<file path="config.mk">
export PLATFORM = sky130hd
export DESIGN_NAME = btb_update_queue
export DESIGN_NICKNAME = d
export VERILOG_FILES = /design/src/rtl/btb_update_queue.sv
export SDC_FILE = /design/constraint.sdc
export NUM_CORES = 1
export LEC_CHECK = 0
export BUFFER_PORTS_ARGS = -buffer_cell sky130_fd_sc_hd__buf_4
export CAP_MARGIN = 20
export CORE_ASPECT_RATIO = 0.8
export CORE_MARGIN = 2
export CORE_UTILIZATION = 55
export CTS_BUF_LIST = sky130_fd_sc_hd__clkbuf_16
export CTS_CLUSTER_SIZE = 16
export DETAILED_ROUTE_END_ITERATION = 10
export GPL_ROUTABILITY_DRIVEN = 0
export MAX_ROUTING_LAYER = met4
export PLACE_DENSITY = 0.76
export SLEW_MARGIN = 20
export SYNTH_ARGS = -nofsm -noshare
export SYNTH_HDL_FRONTEND = slang
export SYNTH_SLANG_ARGS = --single-unit
</file>
<file path="constraint.sdc">
create_clock -name clk -period 13.1 [get_ports clk]
set_input_delay 2.62 -clock clk [delete_from_list [all_inputs] [get_ports clk]]
set_output_delay 2.62 -clock clk [all_outputs]
set_load 0.005 [all_outputs]
</file>
<file path="src/rtl/btb_update_queue.sv">
// BTB write-side update queue: filters resolved branches, coalesces same-PC updates,
// drains one entry per cycle to the BTB write port. Optional stats: BTB_UPD_STATS_EN.
module btb_update_queue #(
    parameter int DEPTH = 4
) (
    input  logic        clk,
    input  logic        rst,
    input  logic        res_valid,
    input  logic [31:0] res_pc,
    input  logic        res_taken,
    input  logic [31:0] res_target,
    input  logic        res_btb_hit,
    input  logic [31:0] res_pred_target,
    input  logic        wr_stall,
    output logic [31:0] w_pc,
    output logic [31:0] target_in,
    output logic        load,
    output logic        q_full,
    output logic        q_empty,
    output logic        drop
`ifdef BTB_UPD_STATS_EN
    ,
    output logic [15:0] stat_enq,
    output logic [15:0] stat_coal,
    output logic [15:0] stat_drop
`endif
);
    localparam int AW = $clog2(DEPTH);

    logic [AW:0]   wptr_q, wptr_d, rptr_q, rptr_d;
    logic [31:0]   pc_q  [DEPTH];
    logic [31:0]   tgt_q [DEPTH];
    logic [AW-1:0] widx, ridx, tidx;
    logic          need, deq, tail_is_head, coal, enq, drop_d, drop_q;

    assign widx = wptr_q[AW-1:0];
    assign ridx = rptr_q[AW-1:0];
    assign tidx = widx - AW'(1);

    assign q_empty   = (wptr_q == rptr_q);
    assign q_full    = (wptr_q[AW] != rptr_q[AW]) && (widx == ridx);
    assign w_pc      = pc_q[ridx];
    assign target_in = tgt_q[ridx];
    assign load      = ~q_empty & ~wr_stall;
    assign deq       = load;
    assign drop      = drop_q;

    assign need = res_valid & res_taken & (~res_btb_hit | (res_pred_target != res_target));

    // A single entry leaving this cycle can't absorb a coalesce; it must re-enqueue.
    assign tail_is_head = ((wptr_q - rptr_q) == (AW+1)'(1));

    always_comb begin
        coal   = 1'b0;
        enq    = 1'b0;
        drop_d = 1'b0;
        wptr_d = wptr_q;
        rptr_d = rptr_q;
        if (need && !q_empty && (pc_q[tidx] == res_pc) && !(tail_is_head && deq))
            coal = 1'b1;
        if (need && !coal) begin
            if (!q_full || deq) enq    = 1'b1;
            else                drop_d = 1'b1;
        end
        if (enq) wptr_d = wptr_q + (AW+1)'(1);
        if (deq) rptr_d = rptr_q + (AW+1)'(1);
    end

    always_ff @(posedge clk or posedge rst) begin
        if (rst) begin
            wptr_q <= '0;
            rptr_q <= '0;
            drop_q <= 1'b0;
        end else begin
            wptr_q <= wptr_d;
            rptr_q <= rptr_d;
            drop_q <= drop_d;
        end
    end

    always_ff @(posedge clk or posedge rst) begin
        if (rst) begin
            for (int i = 0; i < DEPTH; i++) begin
                pc_q[i]  <= '0;
                tgt_q[i] <= '0;
            end
        end else if (enq) begin
            pc_q[widx]  <= res_pc;
            tgt_q[widx] <= res_target;
        end else if (coal) begin
            tgt_q[tidx] <= res_target;
        end
    end

`ifdef BTB_UPD_STATS_EN
    logic [15:0] enq_cnt_q, coal_cnt_q, drop_cnt_q;

    always_ff @(posedge clk or posedge rst) begin
        if (rst) begin
            enq_cnt_q  <= '0;
            coal_cnt_q <= '0;
            drop_cnt_q <= '0;
        end else begin
            if (enq    && enq_cnt_q  != 16'hFFFF) enq_cnt_q  <= enq_cnt_q  + 16'd1;
            if (coal   && coal_cnt_q != 16'hFFFF) coal_cnt_q <= coal_cnt_q + 16'd1;
            if (drop_d && drop_cnt_q != 16'hFFFF) drop_cnt_q <= drop_cnt_q + 16'd1;
        end
    end

    assign stat_enq  = enq_cnt_q;
    assign stat_coal = coal_cnt_q;
    assign stat_drop = drop_cnt_q;
`endif

endmodule

</file>
==> impl_metrics.csv, run 1 <==
group,metric,value,unit
status,status,"finished, final reports clean",
floorplanning,die_h,147,um
routing,postRouteAntennaNets,0,
timing,period_share,47.4,%
floorplanning,dieArea,26700,um2
clock_tree,cts_buffers,28,
timing,tightest_slew,0.933,ns
floorplanning,rows,52,
power_and_ir_drop,seq_power_share,34.3,%
placed_design,port_buffers,169,
cells_and_area,final_nets,1134,
power_and_ir_drop,peakVddDrop,0.173,mV
timing,layout_min_cycle_time,6.21,ns
floorplanning,initial_core_util,55.6,%
grt,grt_pass1_wl,50900,um
yosys,synthFlopType,"dfrtp_1",
timing,slew_headroom,37.8,%
power_and_ir_drop,switchingPower,1490,uW
yosys,synth_cell_type_count,50,
timing,whs,0.496,ns
routing,wl_per_cell,23.3,um
yosys,ys_seq_area_share,47.0,%
routing,dr.first_iter.drc_count,482,
timing,maxSlewViolCount,0,
yosys,syn_nets,978,
routing,totalWireLength,31800,um
yosys,synth_async_sr_flop_share,100,%
power_and_ir_drop,powerDensity,279,nW/um2
setup_path,crit_path_end_kind,"flip-flop",
yosys,netlist_area,14000,um2
cells_and_area,antenna_cells,0,
setup_path,worstSetupStartpointType,"flip-flop",
power_and_ir_drop,comb_power_share,48.3,%
grt,gr-total-overflow,0,
clock_tree,cts_resized,0,
setup_path,cp_max_fo,51,
routing,via_count,8137,
cells_and_area,area_growth,15.6,%
timing,hold_violations,0,
floorplanning,coreArea,25200,um2
grt,antenna_found_initial,0,
timing,fin_worst_skew,0.0208,ns
yosys,ys_ff_latch,263,
yosys,ys.warnings.count,0,
power_and_ir_drop,p_leak,0.00748,uW
power_and_ir_drop,p_clk_share,17.4,%
placed_design,post-dp-hpwl,20400,um
clock_tree,clk_pin_slew_worst_paths,0.06,ns
clock_tree,post_cts_buffers,0,
floorplanning,die-width,182,um
clock_tree,clockRootBuffer,"clkbuf_16",
grt,grt_max_degree,113,
floorplanning,num_io_pins,170,
clock_tree,clock_sinks,263,
clock_tree,tritoncts,"yes",
yosys,syn_inst,866,
routing,drt_pass1_iterations,6,
clock_tree,cts_buffer_depth,3,
setup_path,cp_data_required_time,13.51,ns
power_and_ir_drop,switching_share,33.1,%
grt,grt_pass1_vias,8735,
timing,setup_viol,0,
yosys,synth_edf_count,0,
clock_tree,hold_buffers,0,
clock_tree,htreeDepth,1,
power_and_ir_drop,intPower,3020,uW
timing,fin_tns_setup,0,ns
timing,fmax,0.161,GHz
setup_path,crit_type,"reg2reg",
grt,gr-usage-all-layers,25.3,%
yosys,syn_avg_cell_area,16.2,um2
timing,rsz0062_at_grt,"no",
min_path,hp-class,"reg2reg",
cells_and_area,final_layout_size_suffix_gt1_share,53.8,%
routing,drc,0,
run,max_cap_violations,0,
routing,routed_via_density,5.95,
clock_tree,clock_latency,0.54,ns
setup_path,worstPathArrival,6.63,ns
per-stage QoR:
step           instance area, um2  worst slack, ns  total power, uW  std cells  util, %
2_1_floorplan               14000             3.24             3050        866        -
3_3_place_gp                15300             7.02             3680       1316     60.6
3_5_place_dp                15300             6.98             3730       1316     60.6
4_1_cts                     16200             6.97             4540       1367     64.3
5_1_grt                     16200             6.52             4770       1367     64.3
6_report                    16200             6.89             4520       1367     64.3
registers in the layout (all words and copies together), names as in the netlist:
signal	cells
drop	1
tgt_q	128
wptr_q	3
pc_q	128
rptr_q	3
worst paths after layout:
kind                           start          to  slack (ns)  cells past startpoint
max                        wptr_q[0]   pc_q[115]        6.89                     12
min                        wptr_q[2]   wptr_q[2]        0.50                      1
max reg2reg                wptr_q[0]   pc_q[115]        6.89                     12
min reg2reg                wptr_q[2]   wptr_q[2]        0.50                      1
max in group asynchronous        rst    pc_q[74]        9.36                      3
min in group asynchronous        rst  tgt_q[122]        2.25                      2
routing by layer:
metal | share of wire, % | vias to the layer above | global-route usage [%]
met3 | 5.2 | 37 | 3.82
met1 | 48 | 4334 | 38.3
met5 | 0 | - | -
li1 | - | 3558 | -
met2 | 45 | 208 | 36.7
met4 | 1.7 | 0 | 5.04
cell type report:
cell class | instances | area [um2]
fill | 1826 | 9000
multi-input combinational | 544 | 6900
sequential | 263 | 6590
timing repair buffer | 179 | 1350
clock buffer | 29 | 726
tap | 324 | 405
clock inverter | 22 | 189
inverter | 6 | 30.0
layout by cell type (no fill, tap or decap), types with 8 or more instances in the layout:
cell type | synthesis | layout
xnor2_1 | 43 | 43
nand2_1 | 14 | 14
inv_1 | 5 | 11
buf_4 | 13 | 178
mux2_2 | 133 | 133
dfrtp_1 | 263 | 261
ha_1 | 9 | 8
mux2i_1 | 34 | 34
mux2_4 | 124 | 124
xor2_1 | 28 | 28
clkbuf_16 | 0 | 29
mux4_2 | 76 | 76
cells by family after synthesis:
group	Yosys count	synth area share, %
fa+ha+maj	10	0.948
compound gates	28	1.47
mux	378	40.0
xor+xnor	71	4.44
buf+inv	59	3.74
simple gates	57	2.40
flops	263	47.0
worst max-delay path: stages (launching register included):
cell      delay, ns
dfrtp_1        0.33
buf_4          0.45
clkinv_1       0.52
ha_2           0.48
buf_4          0.68
mux4_1         0.44
xnor2_1        0.43
nand4_1        0.18
nor4_1         0.57
nand4_4        0.32
or2b_1         0.78
buf_4          0.42
mux2_2         0.38
cell usage after synthesis (6+ instances only):
master    number  area (um2)
mux2_4       124        1860
clkbuf_1       8        30.0
mux2_2       133        1500
buf_4         13        97.6
xor2_1        28         245
mux2_1         7        78.8
ha_1           9         113
nor3_1         6        30.0
buf_1          8        30.0
nand2_1       14        52.6
nor4_1         6        37.5
xnor2_1       43         377
mux2i_1       34         340
nand3_1        7        35.0
dfrtp_1      263        6580
nand4_1        7        43.8
buf_12        14         280
o21ai_0        7        35.0
mux4_2        76        1710
power groups by stage:
| stage | Sequential, uW | Clock [uW] | Combinational (uW) |
|---|---|---|---|
| 2_1_floorplan | 1410 | 0 | 1650 |
| 3_3_place_gp | 1530 | 0 | 2150 |
| 3_5_place_dp | 1550 | 0 | 2180 |
| 4_1_cts | 1540 | 800 | 2200 |
| 5_1_grt | 1610 | 836 | 2330 |
| 6_report | 1550 | 785 | 2180 |
No activity file was read; power rests on OpenSTA's default activity.
==> run 2, diff against run 1 <==
- ABC_AREA: default -> 1
- CORE_UTILIZATION: 55 -> 53
- PLACE_DENSITY: 0.76 -> 0.77
- clock period: 13.1 -> 5.7 ns (I/O delays scaled with it)
==> run 2 against run 1 <==
  * Cell area is 0.48% higher
  * Largest cell class unchanged
  * Clock power increased by 130%
  * Clock skew decreased by 0.0037 ns
  * Power is 130% higher
  * Fmax grew 35%
  * Highest routed layer unchanged
  * Worst setup slack got worse by 5.8 ns
  * Synthesized area increased by 0.63%
  * Largest power group unchanged
  * Critical path type unchanged
==> impl_metrics.csv, run 2 <==
group,metric,value,unit
yosys,ys_top_cells_by_area,"dfrtp_1 47%, nand2_1 21%, nand3_1 7.9%, o21ai_0 7.5%, nor2_1 4.1%",
routing,drc,0,
cells_and_area,mostFrequentLayoutCell,"nand2_1",
clock_tree,htreeDepth,1,
power_and_ir_drop,total_power,10300,uW
clock_tree,clockRootBuffer,"clkbuf_16",
timing,setup_viol,0,
routing,via_count,13900,
min_path,hp-class,"reg2reg",
placed_design,post-dp-hpwl,24800,um
cells_and_area,largestRegisters,"pc_q: 128 flops, tgt_q: 128 flops",
setup_path,reg2regPathDepth,17,
yosys,ys.warnings.count,0,
grt,gr-usage-all-layers,31.4,%
grt,met2_usage,46.0,%
grt,grtUsageMet3,6.25,%
setup_path,worstPathArrival,5.00,ns
min_path,holdPathEnd,"tgt_q[85]",
timing,layout_min_cycle_time,4.59,ns
routing,postRouteAntennaNets,0,
grt,grt_pass1_wl,68000,um
yosys,synth_async_sr_flop_share,100,%
grt,antenna_found_initial,0,
min_path,holdCritStartpoint,"tgt_q[85]",
floorplanning,die-width,186,um
yosys,ys_ff_latch,263,
yosys,synth_cell_type_count,28,
yosys,syn_nets,2069,
cells_and_area,final_layout_size_suffix_gt1_share,12.2,%
timing,fmax,0.218,GHz
setup_path,crit_path_end_kind,"flip-flop",
floorplanning,num_io_pins,170,
clock_tree,cts_resized,0,
placed_design,port_buffers,169,
clock_tree,clk_pin_slew_worst_paths,0.06,ns
status,status,"finished, final reports clean",
power_and_ir_drop,peakVddDrop,0.462,mV
cells_and_area,antenna_cells,0,
floorplanning,coreArea,26200,um2
yosys,syn_inst,1957,
floorplanning,initial_core_util,53.8,%
power_and_ir_drop,p_leak,0.00846,uW
floorplanning,dieArea,27900,um2
timing,slew_headroom,35.3,%
cells_and_area,fill_cells,2317,
floorplanning,rows,53,
routing,drt_pass1_iterations,5,
timing,rsz0062_at_grt,"no",
grt,met1_usage,43.9,%
min_path,hold_path_depth,2,
power_and_ir_drop,powerDensity,635,nW/um2
grt,grt_max_degree,109,
clock_tree,cts_buffer_depth,3,
timing,hold_violations,0,
yosys,yosysMostFrequentCell,"nand2_1",
setup_path,cp_data_required_time,6.12,ns
clock_tree,clock_sinks,263,
yosys,synthFlopType,"dfrtp_1",
timing,fin_tns_setup,0,ns
clock_tree,hold_buffers,0,
routing,dr.first_iter.drc_count,1610,
yosys,ys_seq_area_share,46.7,%
setup_path,worstSetupStartpointType,"flip-flop",
setup_path,r2r-end,"tgt_q[22]",
cells_and_area,final_nets,2162,
cells_and_area,area_growth,15.4,%
yosys,netlist_area,14100,um2
yosys,synth_edf_count,0,
yosys,synth_top_area_share,46.7,%
grt,grt-busiest-layer,"met2",
grt,grt_pass1_vias,13100,
routing,totalWireLength,42200,um
timing,fin_worst_skew,0.0171,ns
yosys,syn_avg_cell_area,7.20,um2
floorplanning,die_h,150,um
cells_and_area,seq_area,6590,um2
timing,period_share,80.5,%
grt,gr-total-overflow,0,
clock_tree,tritoncts,"yes",
setup_path,worstReg2RegStart,"wptr_q[1]",
run,max_cap_violations,0,
routing,wl_per_cell,17.4,um
cells_and_area,multiInputGateArea,6630,um2
setup_path,rrSetupSlack,1.11,ns
setup_path,crit_type,"reg2reg",
timing,tightest_slew,0.970,ns
setup_path,cp_max_fo,33,
clock_tree,cts_buffers,27,
clock_tree,clock_latency,0.54,ns
timing,maxSlewViolCount,0,
clock_tree,post_cts_buffers,0,
yosys,yosysTopAreaCell,"dfrtp_1",
routing,routed_via_density,5.72,
yosys,synthTopCellsByCount,"773 x nand2_1, 263 x dfrtp_1, 222 x nand3_1",
cells_and_area,final_cell_mix,"773 x nand2_1, 260 x dfrtp_1, 222 x nand3_1, 212 x o21ai_0, 188 x buf_4",
run 2: worst max-delay path, stage by stage, from the launching register on:
cell	delay, ns
dfrtp_1	0.45
inv_1	0.16
ha_1	0.33
inv_2	0.58
nand3_1	0.19
nand2_1	0.11
nand2_1	0.05
a21oi_1	0.38
nand3_1	0.15
nor2_2	0.22
nand3_4	0.18
nand3_4	0.15
nand2_1	0.08
nand2_2	0.05
buf_4	0.41
nand2_2	0.61
nand2_1	0.25
nand2_1	0.07
run 2: routing by layer:
layer / wire length [um] / vias to the layer above / share of wire, %
met4: 1170 / 0 / 2.8
li1: - / 6494 / -
met5: 0 / - / 0
met1: 18100 / 6512 / 43
met3: 4320 / 100 / 10
met2: 18600 / 751 / 44
run 2: worst max-delay path by stage:
stage / from / endpoint / cells past startpoint
finish: wptr_q[1] / tgt_q[22] / 17
global placement: wptr_q[1] / tgt_q[82] / 17
global route: wptr_q[1] / tgt_q[70] / 17
detailed placement: wptr_q[1] / tgt_q[22] / 17
floorplan: rst / drop / 1
CTS: wptr_q[0] / tgt_q[29] / 17
run 2: cell type report:
class                   count  area share [%]
multi-input cells        1489            40.8
inverters                  80            1.88
clock buffers              27            4.16
repair buffers            189            8.80
clock inverters            19            1.15
well taps                 357            2.75
flip-flops and latches    263            40.5
run 2: metrics by stage:
step | instance area (um2) | utilization, % | hold WS, ns | worst slack [ns] | instances
finish | 16300 | 62.1 | 0.464 | 1.11 | 2424
global route | 16300 | 62.1 | 0.479 | 0.875 | 2424
CTS | 16300 | 62.1 | 0.467 | 1.28 | 2424
detailed placement | 15400 | 58.8 | 0.453 | 1.31 | 2378
global placement | 15400 | 58.8 | 0.448 | 1.38 | 2378
floorplan | 14100 | - | 0.437 | 1.09 | 1957
run 2: cells by family (layout without fill, tap and decap cells):
logic type	count (synthesis)	count (layout)	share of synthesized area (%)
and+or+nand+nor	1180	1180	34.4
AOI/OAI and AO/OA	281	281	10.6
DFF	263	263	46.7
buffers and inverters	205	315	6.23
xor gates and xnor gates	18	18	1.12
adders and majority gates	10	10	0.942
run 2: report_power, final:
group / switching, uW / internal (uW) / leakage [uW]
registers: 701 / 2760 / 0.00329
logic: 3180 / 1910 / 0.00472
clock network: 737 / 1030 / 0.000442
total: 4620 / 5700 / 0.00846
==> run 3, diff against run 2 <==
- ABC_AREA: 1 -> 0
- clock period: 5.7 -> 3.9 ns (I/O delays scaled with it)
==> run 3 against run 2 <==
  * Combinational power increased by 56%
  * Power rose by 52%
  * Wire length decreased by 22%
  * Via count decreased by 40%
  * Largest cell class unchanged
  * Largest power group unchanged
==> impl_metrics.csv, run 3 (synthesized netlist as in run 1, its figures left out) <==
group,metric,value,unit
placed_design,post-dp-hpwl,21600,um
clock_tree,clockRootBuffer,"clkbuf_16",
setup_path,cp_max_fo,32,
clock_tree,clock_sinks,263,
timing,maxSlewViolCount,0,
power_and_ir_drop,powerDensity,937,nW/um2
setup_path,crit_type,"reg2reg",
timing,slew_headroom,44.6,%
cells_and_area,final_nets,1164,
grt,grt_pass1_wl,51000,um
cells_and_area,final_layout_size_suffix_gt1_share,55.8,%
cells_and_area,area_growth,19.3,%
routing,via_count,8297,
timing,hold_violations,0,
cells_and_area,antenna_cells,0,
placed_design,pre_cts_slack,0.0522,ns
clock_tree,cts_buffers,27,
routing,wl_per_cell,22.9,um
routing,routed_via_density,5.81,
placed_design,port_buffers,169,
timing,whs,0.302,ns
cells_and_area,mostFrequentLayoutCell,"dfrtp_1",
floorplanning,dieArea,27700,um2
grt,antenna_found_initial,0,
timing,period_share,96.2,%
status,status,"finished, final reports clean",
power_and_ir_drop,p_leak,0.00770,uW
run,max_cap_violations,0,
power_and_ir_drop,peakVddDrop,0.479,mV
clock_tree,clk_pin_slew_worst_paths,0.06,ns
setup_path,worstPathArrival,4.17,ns
routing,dr.first_iter.drc_count,486,
routing,totalWireLength,32800,um
setup_path,crit_path_end_kind,"flip-flop",
clock_tree,tritoncts,"yes",
cells_and_area,largestRegisters,"pc_q: 128 flops, tgt_q: 128 flops",
grt,gr-usage-all-layers,24.7,%
clock_tree,clock_latency,0.53,ns
setup_path,cp_data_required_time,4.31,ns
clock_tree,htreeDepth,1,
setup_path,worstSetupStartpointType,"flip-flop",
grt,grt_max_degree,106,
timing,fin_ws,0.149,ns
grt,grt_pass1_vias,8657,
floorplanning,coreArea,26100,um2
timing,fmax,0.267,GHz
floorplanning,die-width,186,um
routing,drc,0,
floorplanning,initial_core_util,53.6,%
timing,tightest_slew,0.831,ns
floorplanning,die_h,149,um
floorplanning,rows,53,
floorplanning,num_io_pins,170,
timing,layout_min_cycle_time,3.75,ns
min_path,hp-class,"in2async",
grt,gr-total-overflow,0,
routing,drt_pass1_iterations,4,
timing,fin_worst_skew,0.0122,ns
timing,setup_viol,0,
clock_tree,cts_buffer_depth,3,
cells_and_area,final_cell_mix,"261 x dfrtp_1, 195 x buf_4, 133 x mux2_2, 120 x mux2_4, 76 x mux4_2",
routing,postRouteAntennaNets,0,
run 3: cell count changes in the layout (fill, tap and decap cells not counted), moves of 120 or more:
cell     delta
mux2_4    +120
nand3_1   -215
o21ai_0   -205
nor2_1    -149
mux2_2    +133
nand2_1   -759
run 3: worst max-delay path: stages, from the launching register on:
cell      delay [ns]
dfrtp_1         0.35
clkinv_1        0.12
ha_4            0.35
buf_12          0.17
mux4_2          0.31
xnor2_1         0.20
nand4b_1        0.13
or4_4           0.44
nor4_4          0.27
nand4_4         0.17
buf_4           0.20
mux2_8          0.52
mux2_2          0.39
run 3: layer usage:
metal,routed length (um),vias up,GRT usage [%]
met5,0,-,-
met4,702,0,5.47
met3,1730,49,3.39
met2,14900,244,35.5
met1,15500,4385,37.6
li1,-,3619,-
run 3: per-stage QoR:
stage | util [%] | cells | area, um2 | total power [uW] | TNS, ns
floorplan | - | 866 | 14000 | 10300 | -91.93
global placement | 59.9 | 1376 | 15700 | 12700 | 0
detailed placement | 59.9 | 1376 | 15700 | 12900 | 0
CTS | 63.4 | 1425 | 16600 | 15600 | 0
global route | 63.9 | 1429 | 16700 | 16500 | -0.0115
finish | 63.9 | 1429 | 16700 | 15600 | 0
run 3: layout make-up:
class	instances	area, um2
Clock buffer	27	676
Clock inverter	22	229
Fill cell	1912	9430
Inverter	6	26.3
Multi-Input combinational cell	544	6970
Sequential cell	263	6590
Tap cell	357	447
Timing Repair Buffer	210	1760
run 3: final timing paths:
kind	cells after the start	slack, ns	from	to
setup / recovery	12	0.15	wptr_q[0]	tgt_q[63]
hold / removal	2	0.30	rst	pc_q[79]
setup reg to reg	12	0.15	wptr_q[0]	tgt_q[63]
hold reg to reg	1	0.50	rptr_q[2]	rptr_q[2]
max in group asynchronous	3	2.66	rst	pc_q[27]
min in group clk	1	0.50	rptr_q[2]	rptr_q[2]
run 3: timing repair:
action | in CTS | in global routing
hold buffers | 0 | 0
setup buffers | 0 | 3
resized for setup | 0 | 13
endpoints found under the setup margin | 0 | 297
run 3: report_power, final:
group | internal (uW) | leakage [uW] | switching [uW]
registers | 4130 | 0.00316 | 917
clock network | 1580 | 0.000460 | 1080
logic | 4820 | 0.00408 | 3120
total | 10500 | 0.00770 | 5110
